==> src/rtl/uart_pkg.sv <==
// Shared UART definitions: handshake FSM encodings, FIFO depth and FCR bit positions.
package uart_pkg;

  localparam int UART_FIFO_DEPTH = 16;
  localparam int FCR_FIFO_EN     = 0;
  localparam int FCR_TX_CLR      = 2;

  typedef enum logic {
    TXF_IDLE = 1'b0,
    TXF_BUSY = 1'b1
  } txf_state_e;

endpackage

==> src/rtl/uart_sync_fifo.sv <==
// Single-clock FIFO with a run-time capacity limit (cap_i) and a synchronous clear.
// Shared by the TX and RX paths; DEPTH must be a power of two.
module uart_sync_fifo #(
  parameter  int DEPTH  = 16,
  parameter  int DATA_W = 8,
  localparam int AW     = $clog2(DEPTH),
  localparam int LW     = AW + 1
) (
  input  logic              bclk_in,
  input  logic              rstn_in,
  input  logic              push_i,
  input  logic [DATA_W-1:0] data_i,
  input  logic              pop_i,
  input  logic              clr_i,
  input  logic [LW-1:0]     cap_i,
  output logic [DATA_W-1:0] head_o,
  output logic [LW-1:0]     level_o,
  output logic              full_o,
  output logic              empty_o
);

  logic [DATA_W-1:0] mem_q [DEPTH];
  logic [AW-1:0]     wr_ptr_q;
  logic [AW-1:0]     rd_ptr_q;
  logic [LW-1:0]     level_q;
  logic [LW-1:0]     level_d;
  logic              push_ok;
  logic              pop_ok;

  assign empty_o = (level_q == '0);
  assign full_o  = (level_q >= cap_i);
  assign pop_ok  = pop_i && !empty_o;
  // A push into a full FIFO is still legal when a pop frees a slot on the same edge.
  assign push_ok = push_i && (!full_o || pop_ok);
  assign head_o  = mem_q[rd_ptr_q];
  assign level_o = level_q;

  always_comb begin
    level_d = level_q;
    if (push_ok && !pop_ok)      level_d = level_q + 1'b1;
    else if (pop_ok && !push_ok) level_d = level_q - 1'b1;
  end

  always_ff @(posedge bclk_in or negedge rstn_in) begin
    if (!rstn_in) begin
      wr_ptr_q <= '0;
      rd_ptr_q <= '0;
      level_q  <= '0;
      for (int i = 0; i < DEPTH; i++) mem_q[i] <= '0;
    end else if (clr_i) begin
      wr_ptr_q <= '0;
      rd_ptr_q <= '0;
      level_q  <= '0;
    end else begin
      if (push_ok) begin
        mem_q[wr_ptr_q] <= data_i;
        wr_ptr_q        <= wr_ptr_q + 1'b1;
      end
      if (pop_ok) rd_ptr_q <= rd_ptr_q + 1'b1;
      level_q <= level_d;
    end
  end

endmodule

==> src/rtl/uart_tx_fifo.sv <==
// UART TX holding stage: queues THR writes, hands the head byte to the shift stage
// and derives THRE/TEMT, fill level and write-drop status.
//   state    | meaning
//   TXF_IDLE | shift stage free; head byte offered when storage is non-empty
//   TXF_BUSY | a byte was handed over; waiting for shift_done or a ready timeout
module uart_tx_fifo
  import uart_pkg::*;
#(
  parameter  int DEPTH  = UART_FIFO_DEPTH,
  parameter  int DATA_W = 8,
  localparam int LW     = $clog2(DEPTH) + 1
) (
  input  logic              bclk_in,
  input  logic              rstn_in,
  input  logic              fifo_en_in,
  input  logic              tx_clr_in,
  input  logic              wr_en_in,
  input  logic [DATA_W-1:0] wr_data_in,
  output logic              thr_valid_out,
  output logic [DATA_W-1:0] thr_out,
  input  logic              shift_ready_in,
  input  logic              shift_done_in,
  output logic              thre_out,
  output logic              temt_out,
  output logic [LW-1:0]     level_out,
  output logic              wr_drop_out
);

  txf_state_e        state_q;
  logic              rdy_tmr_q;
  logic              fifo_en_q;
  logic              drop_q;
  logic [LW-1:0]     cap;
  logic [LW-1:0]     level;
  logic [DATA_W-1:0] head;
  logic              full;
  logic              empty;
  logic              flush;
  logic              pop;
  logic              push;
  logic              drop;

  assign cap   = fifo_en_in ? LW'(DEPTH) : LW'(1);
  // Switching FIFO mode invalidates stored data just like an explicit TX clear.
  assign flush = tx_clr_in | (fifo_en_in ^ fifo_en_q);
  assign push  = wr_en_in && !flush;
  assign pop   = thr_valid_out && shift_ready_in;
  assign drop  = push && full && !pop;

  uart_sync_fifo #(
    .DEPTH  (DEPTH),
    .DATA_W (DATA_W)
  ) u_fifo (
    .bclk_in (bclk_in),
    .rstn_in (rstn_in),
    .push_i  (push),
    .data_i  (wr_data_in),
    .pop_i   (pop),
    .clr_i   (flush),
    .cap_i   (cap),
    .head_o  (head),
    .level_o (level),
    .full_o  (full),
    .empty_o (empty)
  );

  // Ready seen high for two BUSY cycles without a done means the shift stage was stopped.
  always_ff @(posedge bclk_in or negedge rstn_in) begin
    if (!rstn_in) begin
      state_q   <= TXF_IDLE;
      rdy_tmr_q <= 1'b1;
      fifo_en_q <= 1'b0;
      drop_q    <= 1'b0;
    end else begin
      fifo_en_q <= fifo_en_in;
      drop_q    <= drop;
      case (state_q)
        TXF_IDLE: begin
          if (pop) begin
            state_q   <= TXF_BUSY;
            rdy_tmr_q <= 1'b1;
          end
        end
        TXF_BUSY: begin
          if (shift_done_in)          state_q   <= TXF_IDLE;
          else if (!shift_ready_in)   rdy_tmr_q <= 1'b1;
          else if (rdy_tmr_q == 1'b0) state_q   <= TXF_IDLE;
          else                        rdy_tmr_q <= rdy_tmr_q - 1'b1;
        end
        default: state_q <= TXF_IDLE;
      endcase
    end
  end

  assign thr_valid_out = !empty && (state_q == TXF_IDLE);
  assign thr_out       = head;
  assign level_out     = level;
  assign thre_out      = empty;
  assign temt_out      = empty && (state_q == TXF_IDLE);
  assign wr_drop_out   = drop_q;

endmodule
==> config.mk <==
export PLATFORM = sky130hd
export DESIGN_NAME = uart_tx_fifo
export DESIGN_NICKNAME = d
export VERILOG_FILES = /design/src/rtl/uart_pkg.sv /design/src/rtl/uart_sync_fifo.sv /design/src/rtl/uart_tx_fifo.sv
export SDC_FILE = /design/constraint.sdc
export NUM_CORES = 1
export LEC_CHECK = 0
export BUFFER_PORTS_ARGS = -buffer_cell sky130_fd_sc_hd__buf_2
export CORE_ASPECT_RATIO = 1.1
export CORE_UTILIZATION = 50
export CTS_CLUSTER_SIZE = 14
export DETAILED_ROUTE_END_ITERATION = 8
export PLACE_DENSITY_LB_ADDON = 0.1
export SLEW_MARGIN = 10
export SYNTH_ARGS = -nofsm -noshare
export SYNTH_HDL_FRONTEND = slang
export SYNTH_SLANG_ARGS = --single-unit
==> constraint.sdc <==
create_clock -name bclk_in -period 3.2 [get_ports bclk_in]
set_input_delay 0.48 -clock bclk_in [delete_from_list [all_inputs] [get_ports bclk_in]]
set_output_delay 0.48 -clock bclk_in [all_outputs]
set_load 0.05 [all_outputs]
==> results of run 1 <==
power by group:
part	internal (µW)	switching, µW
clock	1360	759
sequential	1920	46.5
combinational	228	412
synthesized netlist by cell type:
master | number | area, µm²
nor2b_1 | 3 | 18.8
xnor2_1 | 5 | 43.8
nand3_1 | 5 | 25.0
a31oi_1 | 1 | 6.26
or2_2 | 1 | 6.26
mux2_2 | 16 | 180
nor3_1 | 1 | 5.00
mux4_2 | 40 | 901
nand2b_1 | 2 | 12.5
mux2i_1 | 2 | 20.0
or3_4 | 1 | 11.3
nor2_1 | 10 | 37.5
nor3_2 | 1 | 10.0
inv_1 | 6 | 22.5
o31ai_1 | 3 | 22.5
buf_6 | 1 | 11.3
mux2_4 | 96 | 1440
or3_1 | 1 | 6.26
buf_1 | 2 | 7.51
nand3_4 | 4 | 70.1
ha_1 | 11 | 138
nand2_1 | 12 | 45.0
buf_12 | 3 | 60.1
and3_4 | 12 | 135
a21o_1 | 3 | 22.5
fa_1 | 1 | 20.0
dfrtp_1 | 144 | 3600
nor4_1 | 1 | 6.26
o221ai_1 | 1 | 8.76
nand4_1 | 4 | 25.0
o22ai_4 | 1 | 20.0
a211o_1 | 1 | 8.76
and2_1 | 1 | 6.26
buf_8 | 10 | 150
mux2_1 | 16 | 180
a21oi_2 | 1 | 8.76
o21a_4 | 1 | 15.0
o21ai_0 | 3 | 15.0
xor2_1 | 3 | 26.3
clkbuf_1 | 13 | 48.8
a211oi_1 | 1 | 7.51
buf_2 | 4 | 20.0
or3b_1 | 1 | 8.76
a21oi_1 | 3 | 15.0
dfstp_2 | 1 | 26.3
worst reg2reg max path: stages (launching register included):
cell and delay (ps):
dfrtp_2 440, inv_1 100, ha_1 230, or3b_1 400, o22ai_4 130, nand3_1 180, fa_1 460, a21o_1 190
a21o_1 180, or3_1 330, a211o_1 270, nand2_1 50
layout make-up:
class | count | share of cell area, %
sequential | 145 | 43.8
multi-input combinational | 269 | 42.6
clock buffer | 21 | 5.68
tap | 192 | 2.90
timing repair buffer | 39 | 2.82
clock inverter | 10 | 1.89
inverter | 6 | 0.272
placed cells by master (no fill, tap or decap), types with 4 or more instances in the layout:
| cell type | Yosys | layout |
|---|---|---|
| mux2_1 | 16 | 16 |
| nand4_1 | 4 | 4 |
| nand3_1 | 5 | 5 |
| inv_1 | 6 | 6 |
| nor2_1 | 10 | 10 |
| mux2_4 | 96 | 96 |
| bufinv_16 | 0 | 4 |
| mux4_2 | 40 | 40 |
| dfrtp_1 | 144 | 142 |
| nand2_1 | 12 | 12 |
| buf_2 | 4 | 30 |
| clkinv_2 | 0 | 4 |
| buf_4 | 0 | 7 |
| xnor2_1 | 5 | 5 |
| ha_1 | 11 | 11 |
| clkbuf_16 | 0 | 17 |
| and3_4 | 12 | 12 |
| mux2_2 | 16 | 16 |
| nand3_4 | 4 | 4 |
metrics by stage:
step	std cells	power [µW]	worst slack, ps	instance area, µm²	util (%)
after detailed placement	651	2640	15.7	7660	52.8
after floorplan	453	2460	53.9	7480	-
after global placement	651	2620	98.8	7660	52.8
after global routing	682	4890	40.4	8290	57.1
after CTS	682	4760	177	8290	57.1
final	682	4720	179	8290	57.1
per-layer routing:
layer / part of all wire (%) / track usage, % / wire, µm
met3: 3.4 / 4.41 / 531
met4: 1.9 / 9.23 / 295
met1: 45 / 28.8 / 7060
met5: 0 / 0 / 0
met2: 50 / 36.9 / 7850
kinds of logic after synthesis:
group / count (synthesis)
buffers and inverters: 39
DFF: 145
AOI/OAI and AO/OA: 19
and+or+nand+nor: 60
adders and majority gates: 12
muxes: 170
xor gates and xnor gates: 8
how the worst min path moves through the flow:
stage          depth (start not counted)         startpoint  slack (ps)                  to
2_1_floorplan                          0            rstn_in         180           fifo_en_q
3_3_place_gp                           1  u_fifo.mem_q[114]         470   u_fifo.mem_q[114]
3_5_place_dp                           1   u_fifo.mem_q[98]         480    u_fifo.mem_q[98]
4_1_cts                                1            rstn_in          90  u_fifo.wr_ptr_q[0]
5_1_grt                                1            rstn_in         120   u_fifo.mem_q[123]
6_report                               1            rstn_in          80   u_fifo.mem_q[120]
state kept, by name, summed over array words and instances, names as in the netlist:
name and count:
u_fifo.wr_ptr_q 4, u_fifo.level_o 5, u_fifo.rd_ptr_q 4, state_q 1, fifo_en_q 1, wr_drop_out 1
rdy_tmr_q 1, u_fifo.mem_q 128
==> metrics.yaml, run 1 <==
start_kind: "register"
worst_pin_slew_ps: 710
r2r_slack_ps: 180
core-area_um2: 14500
finalSetupTns_ps: 0
critPathMaxFanout: 5
r2r-start: "u_fifo.level_o[0]"
die_h_um: 130
netlist_area_um2: 7480
first_global_vias: 4157
drt-total-wl_um: 15700
fin_crit_ps: 3020
crit_start: "u_fifo.level_o[0]"
cts.clk_slew.worst_paths_ps: 60
cap_viol_max_count: 0
crit_top_cell: "a21o_1"
multi_input_area_um2: 3530
drive_gt1_share_pct: 50.2
htreeDepth: 4
crit_end: "u_fifo.level_o[4]"
hold_class: "in2async"
grt_antenna_before_repair: 0
num_rows: 46
synth_fp_nets: 480
via_per_inst: 5.66
synth_cell_types: 45
path_cells: "inv_1, ha_1, or3b_1, o22ai_4, nand3_1, fa_1, a21o_1, a21o_1, or3_1, a211o_1, nand2_1"
overflow: 0
syn_inst: 453
slowest_stage: "fa_1"
first_pass_iters: 7
vias: 3863
synth_top_family_by_area: "multiplexers"
regArea_um2: 3630
insertion_delay_ps: 420
ys_seq_elements: 145
grt_use_total_pct: 22.2
power_density_nw_per_um2: 570
status: "complete, no violations"
synth-xor-area-share_pct: 0.937
cts_buffers: 17
cts_tree: "done"
muxShareOfSynthArea_pct: 36.4
rsz0062_at_grt: "no"
min_period_over_period_pct: 94.4
max_slew_margin_pct: 52.7
reg2reg_depth: 11
r2r_end: "u_fifo.level_o[4]"
dp_hpwl_um: 9730
hold_viol: 0
endpoint_kind: "register"
cts_resized: 0
start_util_pct: 51.6
ys_warn_count: 0
hold_buffers: 0
wl_per_cell_um: 23.1
die_w_um: 119
cp.depth: 11
cp_data_arrival_time_ps: 3380
cp.buffers_inverters: 1
postCtsSetupBuffers: 0
drv_slew: 0
drt-initial-drc-count: 164
cp.required_ps: 3560
yosysSeqAreaShare_pct: 48.5
fmax_mhz: 331
fin_skew_ps: 11.5
grt_first_pass_wirelength_um: 24800
synth.avg_cell_area_um2: 16.5
n_antenna_cell: 0
clock-root-buffer: "clkbuf_16"
leakage_uw: 0.00381
fillers: 1148
synth_compound_area_share_pct: 2.01
cp_slowest_stage_delay_ps: 460
gp_congestion: 0.808
cts_buffer_depth: 2
grt_max_degree: 70
die_area_um2: 15500
area_delta_synth_final_pct: 10.8
nets: 505
critPathTopFamily: "simple AND/OR/NAND/NOR gates"
synthSimpleGateAreaFrac_pct: 5.74
io_pins: 32
drc: 0
hold_slack_ps: 76.4
portBuffers: 31
crit_type: "reg2reg"
peakVddDrop_mv: 0.365
cts.sink_count: 145
synthAdderAreaFrac_pct: 2.11
setup_viol: 0
ant_nets: 0
(Power assumes the default switching activity.)
==> run 2: changes to the inputs <==
- ABC_AREA: default -> 1
==> run 2 against run 1 <==
- count of clock-buffer cells in the layout rose by 4
- sequential cell count did not move
- first-iteration DRC count rose to 3.0 times the previous value
- worst hold slack improved by 33 ps
- combinational power rose by 130%
- largest cell class unchanged
==> metrics.yaml, run 2 <==
yosys.area.top_type: "dfrtp_1"
synth-xor-area-share_pct: 0.624
cts_resized: 0
area_delta_synth_final_pct: 12.6
synth.avg_cell_area_um2: 8.22
cp.depth: 15
synthSimpleGateAreaFrac_pct: 23.6
clockPowerShare_pct: 35.3
reg2reg_depth: 15
synth_compound_area_share_pct: 16.4
use_met1_pct: 38.1
drv_slew: 0
io_pins: 32
die_w_um: 115
vias: 6020
final_common_cell: "nand2_1"
netlist_area_um2: 7010
p_int_uw: 3590
via_per_inst: 5.66
min_period_over_period_pct: 85.6
rsz0062_at_grt: "no"
syn_inst: 853
hold_buffers: 0
r2r-start: "u_fifo.level_o[0]"
switchingPower_uw: 1910
leakage_uw: 0.00391
crit_start: "u_fifo.level_o[0]"
cap_viol_max_count: 0
r2r_slack_ps: 460
grt_use_met2_pct: 48.3
worst_pin_slew_ps: 830
muxShareOfSynthArea_pct: 0
largest-register: "u_fifo.mem_q"
die_area_um2: 14500
slowest_stage: "dfrtp_1"
start_util_pct: 51.0
cts_buffers: 17
cts_tree: "done"
fmax_mhz: 365
first_pass_iters: 6
synth_cell_types: 28
synth.most_common_cell: "nand2_1"
drt-initial-drc-count: 493
synth_top_family_by_area: "simple AND/OR/NAND/NOR gates"
fin_crit_ps: 2740
cts_buffer_depth: 2
crit_top_cell: "nand2_1"
async_reset_ff_share_pct: 100
critPathMaxFanout: 8
grt_antenna_before_repair: 0
n_antenna_cell: 0
hold_class: "in2async"
hold_slack_ps: 109
endpoint_kind: "register"
largest_reg_flops: 128
grt_max_degree: 89
p_comb_share_pct: 27.0
cp.required_ps: 3510
cts.sink_count: 145
htreeDepth: 4
overflow: 0
fin_util_pct: 57.5
max_slew_margin_pct: 44.7
nets: 892
status: "complete, no violations"
portBuffers: 31
drc: 0
cp_slowest_stage_delay_ps: 460
peakVddDrop_mv: 0.353
synth-edff-count: 0
p_sw_share_pct: 34.8
power_density_nw_per_um2: 698
num_rows: 45
final_cell_mix: "206 x nand2_1, 171 x o21ai_0, 143 x dfrtp_1, 110 x nor2_1, 54 x nand3_1"
grt_busiest_layer: "met2"
r2r_end: "u_fifo.level_o[4]"
clock-root-buffer: "clkbuf_16"
synthTopCellsByArea: "dfrtp_1 51%, o21ai_0 12%, nand2_1 11%"
wl_per_cell_um: 18.3
ant_nets: 0
synth_fp_nets: 880
synthFlopType: "dfrtp_1"
cp.buffers_inverters: 2
core-area_um2: 13700
fin_skew_ps: 8.13
seqPwrFrac_pct: 37.6
cp_data_arrival_time_ps: 3050
synthAdderAreaFrac_pct: 2.25
path_cells: "inv_1, ha_1, inv_1, nand3_1, a21oi_1, nand3_1, ha_1, a21oi_1, nand2_1, nand2_1, nand2_1, nand4_1, nand2_1, nand2_1, nand2_1"
crit_type: "reg2reg"
synth_top_area_share_pct: 51.4
die_h_um: 126
use_met3_pct: 5.29
synth_common_cells: "206 x nand2_1, 171 x o21ai_0, 144 x dfrtp_1, 110 x nor2_1, 54 x nand3_1"
grt_use_total_pct: 29.6
critPathTopFamily: "simple AND/OR/NAND/NOR gates"
start_kind: "register"
cts.clk_slew.worst_paths_ps: 60
hold_viol: 0
gp_congestion: 0.889
ys_warn_count: 0
postCtsSetupBuffers: 0
drive_gt1_share_pct: 10.5
yosysSeqAreaShare_pct: 51.8
dp_hpwl_um: 13000
finalSetupTns_ps: 0
insertion_delay_ps: 420
drt-total-wl_um: 19400
setup_viol: 0
grt_first_pass_wirelength_um: 32300
ys_seq_elements: 145
first_global_vias: 5985
run 2: how the worst max path moves through the flow:
stage | endpoint | slack, ps
4_1_cts | thr_out[6] | 470
3_5_place_dp | u_fifo.level_o[4] | 400
5_1_grt | u_fifo.level_o[4] | 220
6_report | u_fifo.level_o[4] | 460
3_3_place_gp | u_fifo.level_o[4] | 560
2_1_floorplan | u_fifo.level_o[4] | 490
run 2: metal layers:
layer	part of all wire, %	wire (µm)
met5	0	0
met3	4.9	954
met2	49	9500
met1	42	8240
met4	3.7	725
run 2: area by class of cell:
class,count,area (µm²)
multi-input cells,619,3010
clock buffers,25,495
flip-flops and latches,145,3630
repair buffers,47,319
clock inverters,5,77.6
inverters,35,131
fillers,1290,5840
well taps,188,235
run 2: logic make-up after synthesis:
group / after synthesis
buffers and inverters: 89
and+or+nand+nor: 390
xor gates and xnor gates: 5
adders and majority gates: 12
DFF: 145
AOI/OAI and AO/OA: 212
run 2: power groups by stage:
stage                     clock network, µW  registers [µW]  logic [µW]
after CTS                              1980            2070        1500
after floorplan                           0            2160        1040
after global routing                   2060            2090        1650
after global placement                    0            2100        1460
after detailed placement                  0            2100        1490
final                                  1950            2070        1490
run 2: through the flow:
stage / power, µW / setup WS, ps / cell area, µm² / std cells
after global placement: 3560 / 557 / 7320 / 1034
after detailed placement: 3590 / 396 / 7320 / 1034
after floorplan: 3190 / 490 / 7010 / 853
final: 5510 / 461 / 7900 / 1064
after CTS: 5550 / 474 / 7900 / 1064
after global routing: 5810 / 215 / 7900 / 1064
==> run 3: changes to the inputs <==
- CELL_PAD_IN_SITES_DETAIL_PLACEMENT: default -> 0
- CELL_PAD_IN_SITES_GLOBAL_PLACEMENT: default -> 1
- CORE_UTILIZATION: 50 -> 42
==> run 3 against run 2 <==
- critical path depth decreased by 9
- count of clock-buffer cells in the layout is 8 lower
- via count is 0.25% lower
- worst hold slack better by 15 ps
- final cell count grew 1.6%
- wire length rose by 6.8%
- global-route usage decreased by 4.0 points
- sequential share of layout area down 0.55 points
- die area increased by 19%
- worst setup slack lost 130 ps
- clock power up 15%
- combinational power up 3%
- critical endpoint is now thr_out[5]
- largest cell class unchanged
==> metrics.yaml, run 3 (same netlist as run 2, synthesis figures left out) <==
status: "complete, no violations"
final_cell_mix: "206 x nand2_1, 171 x o21ai_0, 143 x dfrtp_1, 110 x nor2_1, 54 x nand3_1"
postCtsSetupBuffers: 0
die_area_um2: 17200
dp_cells: 1049
endpoint_kind: "output port"
via_per_inst: 5.56
cp.required_ps: 2720
wl_per_cell_um: 19.2
fin_crit_ps: 2870
ant_nets: 0
cts.clk_slew.worst_paths_ps: 60
max_slew_margin_pct: 47.8
insertion_delay_ps: 420
num_rows: 49
largest_reg_flops: 128
cts.sink_count: 145
path_cells: "buf_4, o21ai_0, o211ai_1, o211ai_1, nand2_1, buf_2"
hold_buffers: 0
final_common_cell: "nand2_1"
finalSetupTns_ps: 0
worst_pin_slew_ps: 783
dp_hpwl_um: 13500
cp_data_arrival_time_ps: 2390
slowest_stage: "buf_4"
drt-initial-drc-count: 646
hold_class: "in2async"
fin_util_pct: 48.8
area_delta_synth_final_pct: 14.0
first_global_vias: 5584
fin_area_um2: 7990
core-area_um2: 16400
drv_slew: 0
nets: 891
grt_use_total_pct: 25.6
cap_viol_max_count: 0
peakVddDrop_mv: 0.404
drc: 0
critPathMaxFanout: 66
place_area_um2: 7340
grt_antenna_before_repair: 0
cts_resized: 0
crit_top_cell: "o211ai_1"
reg2reg_depth: 15
grt_max_degree: 82
first_pass_iters: 7
htreeDepth: 4
grt_first_pass_wirelength_um: 32800
layoutNonFillerInstCount: 1081
n_antenna_cell: 0
io_pins: 32
die_w_um: 125
clock-root-buffer: "clkbuf_16"
fillers: 1612
fin_skew_ps: 7.73
portBuffers: 31
gp_congestion: 0.861
crit_type: "reg2out"
fin_ws_ps: 327
power_density_nw_per_um2: 734
cts_buffer_depth: 2
cts_buffers: 17
cts_tree: "done"
start_util_pct: 42.8
setup_viol: 0
die_h_um: 138
largest-register: "u_fifo.mem_q"
vias: 6005
min_period_over_period_pct: 89.8
hold_viol: 0
post-place-ws_ps: 450
drive_gt1_share_pct: 11.1
leakage_uw: 0.00393
start_kind: "register"
overflow: 0
rsz0062_at_grt: "no"
cp_slowest_stage_delay_ps: 550
fmax_mhz: 348
drt-total-wl_um: 20700
run 3: report_power, final:
group / total, µW / switching, µW / internal (µW)
clock network: 2240 / 843 / 1390
logic: 1540 / 1140 / 405
registers: 2090 / 111 / 1980
run 3: final timing paths:
path / start / to / slack, ps
setup / recovery: u_fifo.rd_ptr_q[0] / thr_out[5] / 330
hold / removal: rstn_in / u_fifo.level_o[1] / 120
setup reg to reg: u_fifo.level_o[0] / u_fifo.level_o[4] / 540
hold reg to reg: u_fifo.mem_q[46] / u_fifo.mem_q[46] / 480
max in group asynchronous: rstn_in / u_fifo.mem_q[67] / 2310
min in group bclk_in: fifo_en_in / fifo_en_q / 200
run 3: per-stage QoR:
stage	total power (µW)	hold WS (ps)
2_1_floorplan	3190	184
3_3_place_gp	3650	456
3_5_place_dp	3660	461
4_1_cts	5900	151
5_1_grt	6130	186
6_report	5870	125
run 3: routing by layer:
layer	part of all wire, %	wire, µm	up-vias	track usage, %
li1	-	-	2862	-
met1	48	10000	2907	37.4
met2	43	8920	209	37.8
met3	6.5	1360	27	4.35
met4	2.2	450	0	10.2
met5	0	0	-	0
run 3: final cells by class:
class	count	area (µm²)	area share, %
Clock inverter	15	231	2.90
Tap cell	204	255	3.19
Multi-Input combinational cell	619	3010	37.6
Sequential cell	145	3630	45.4
Timing Repair Buffer	46	312	3.90
Clock buffer	17	425	5.32
Inverter	35	131	1.64
run 3: critical path: cells and delay by family (launching register included):
| family | cells | cell delay, ps |
|---|---|---|
| buffers and inverters | 2 | 820 |
| DFF | 1 | 360 |
| AOI/OAI and AO/OA | 3 | 660 |
| and+or+nand+nor | 1 | 110 |
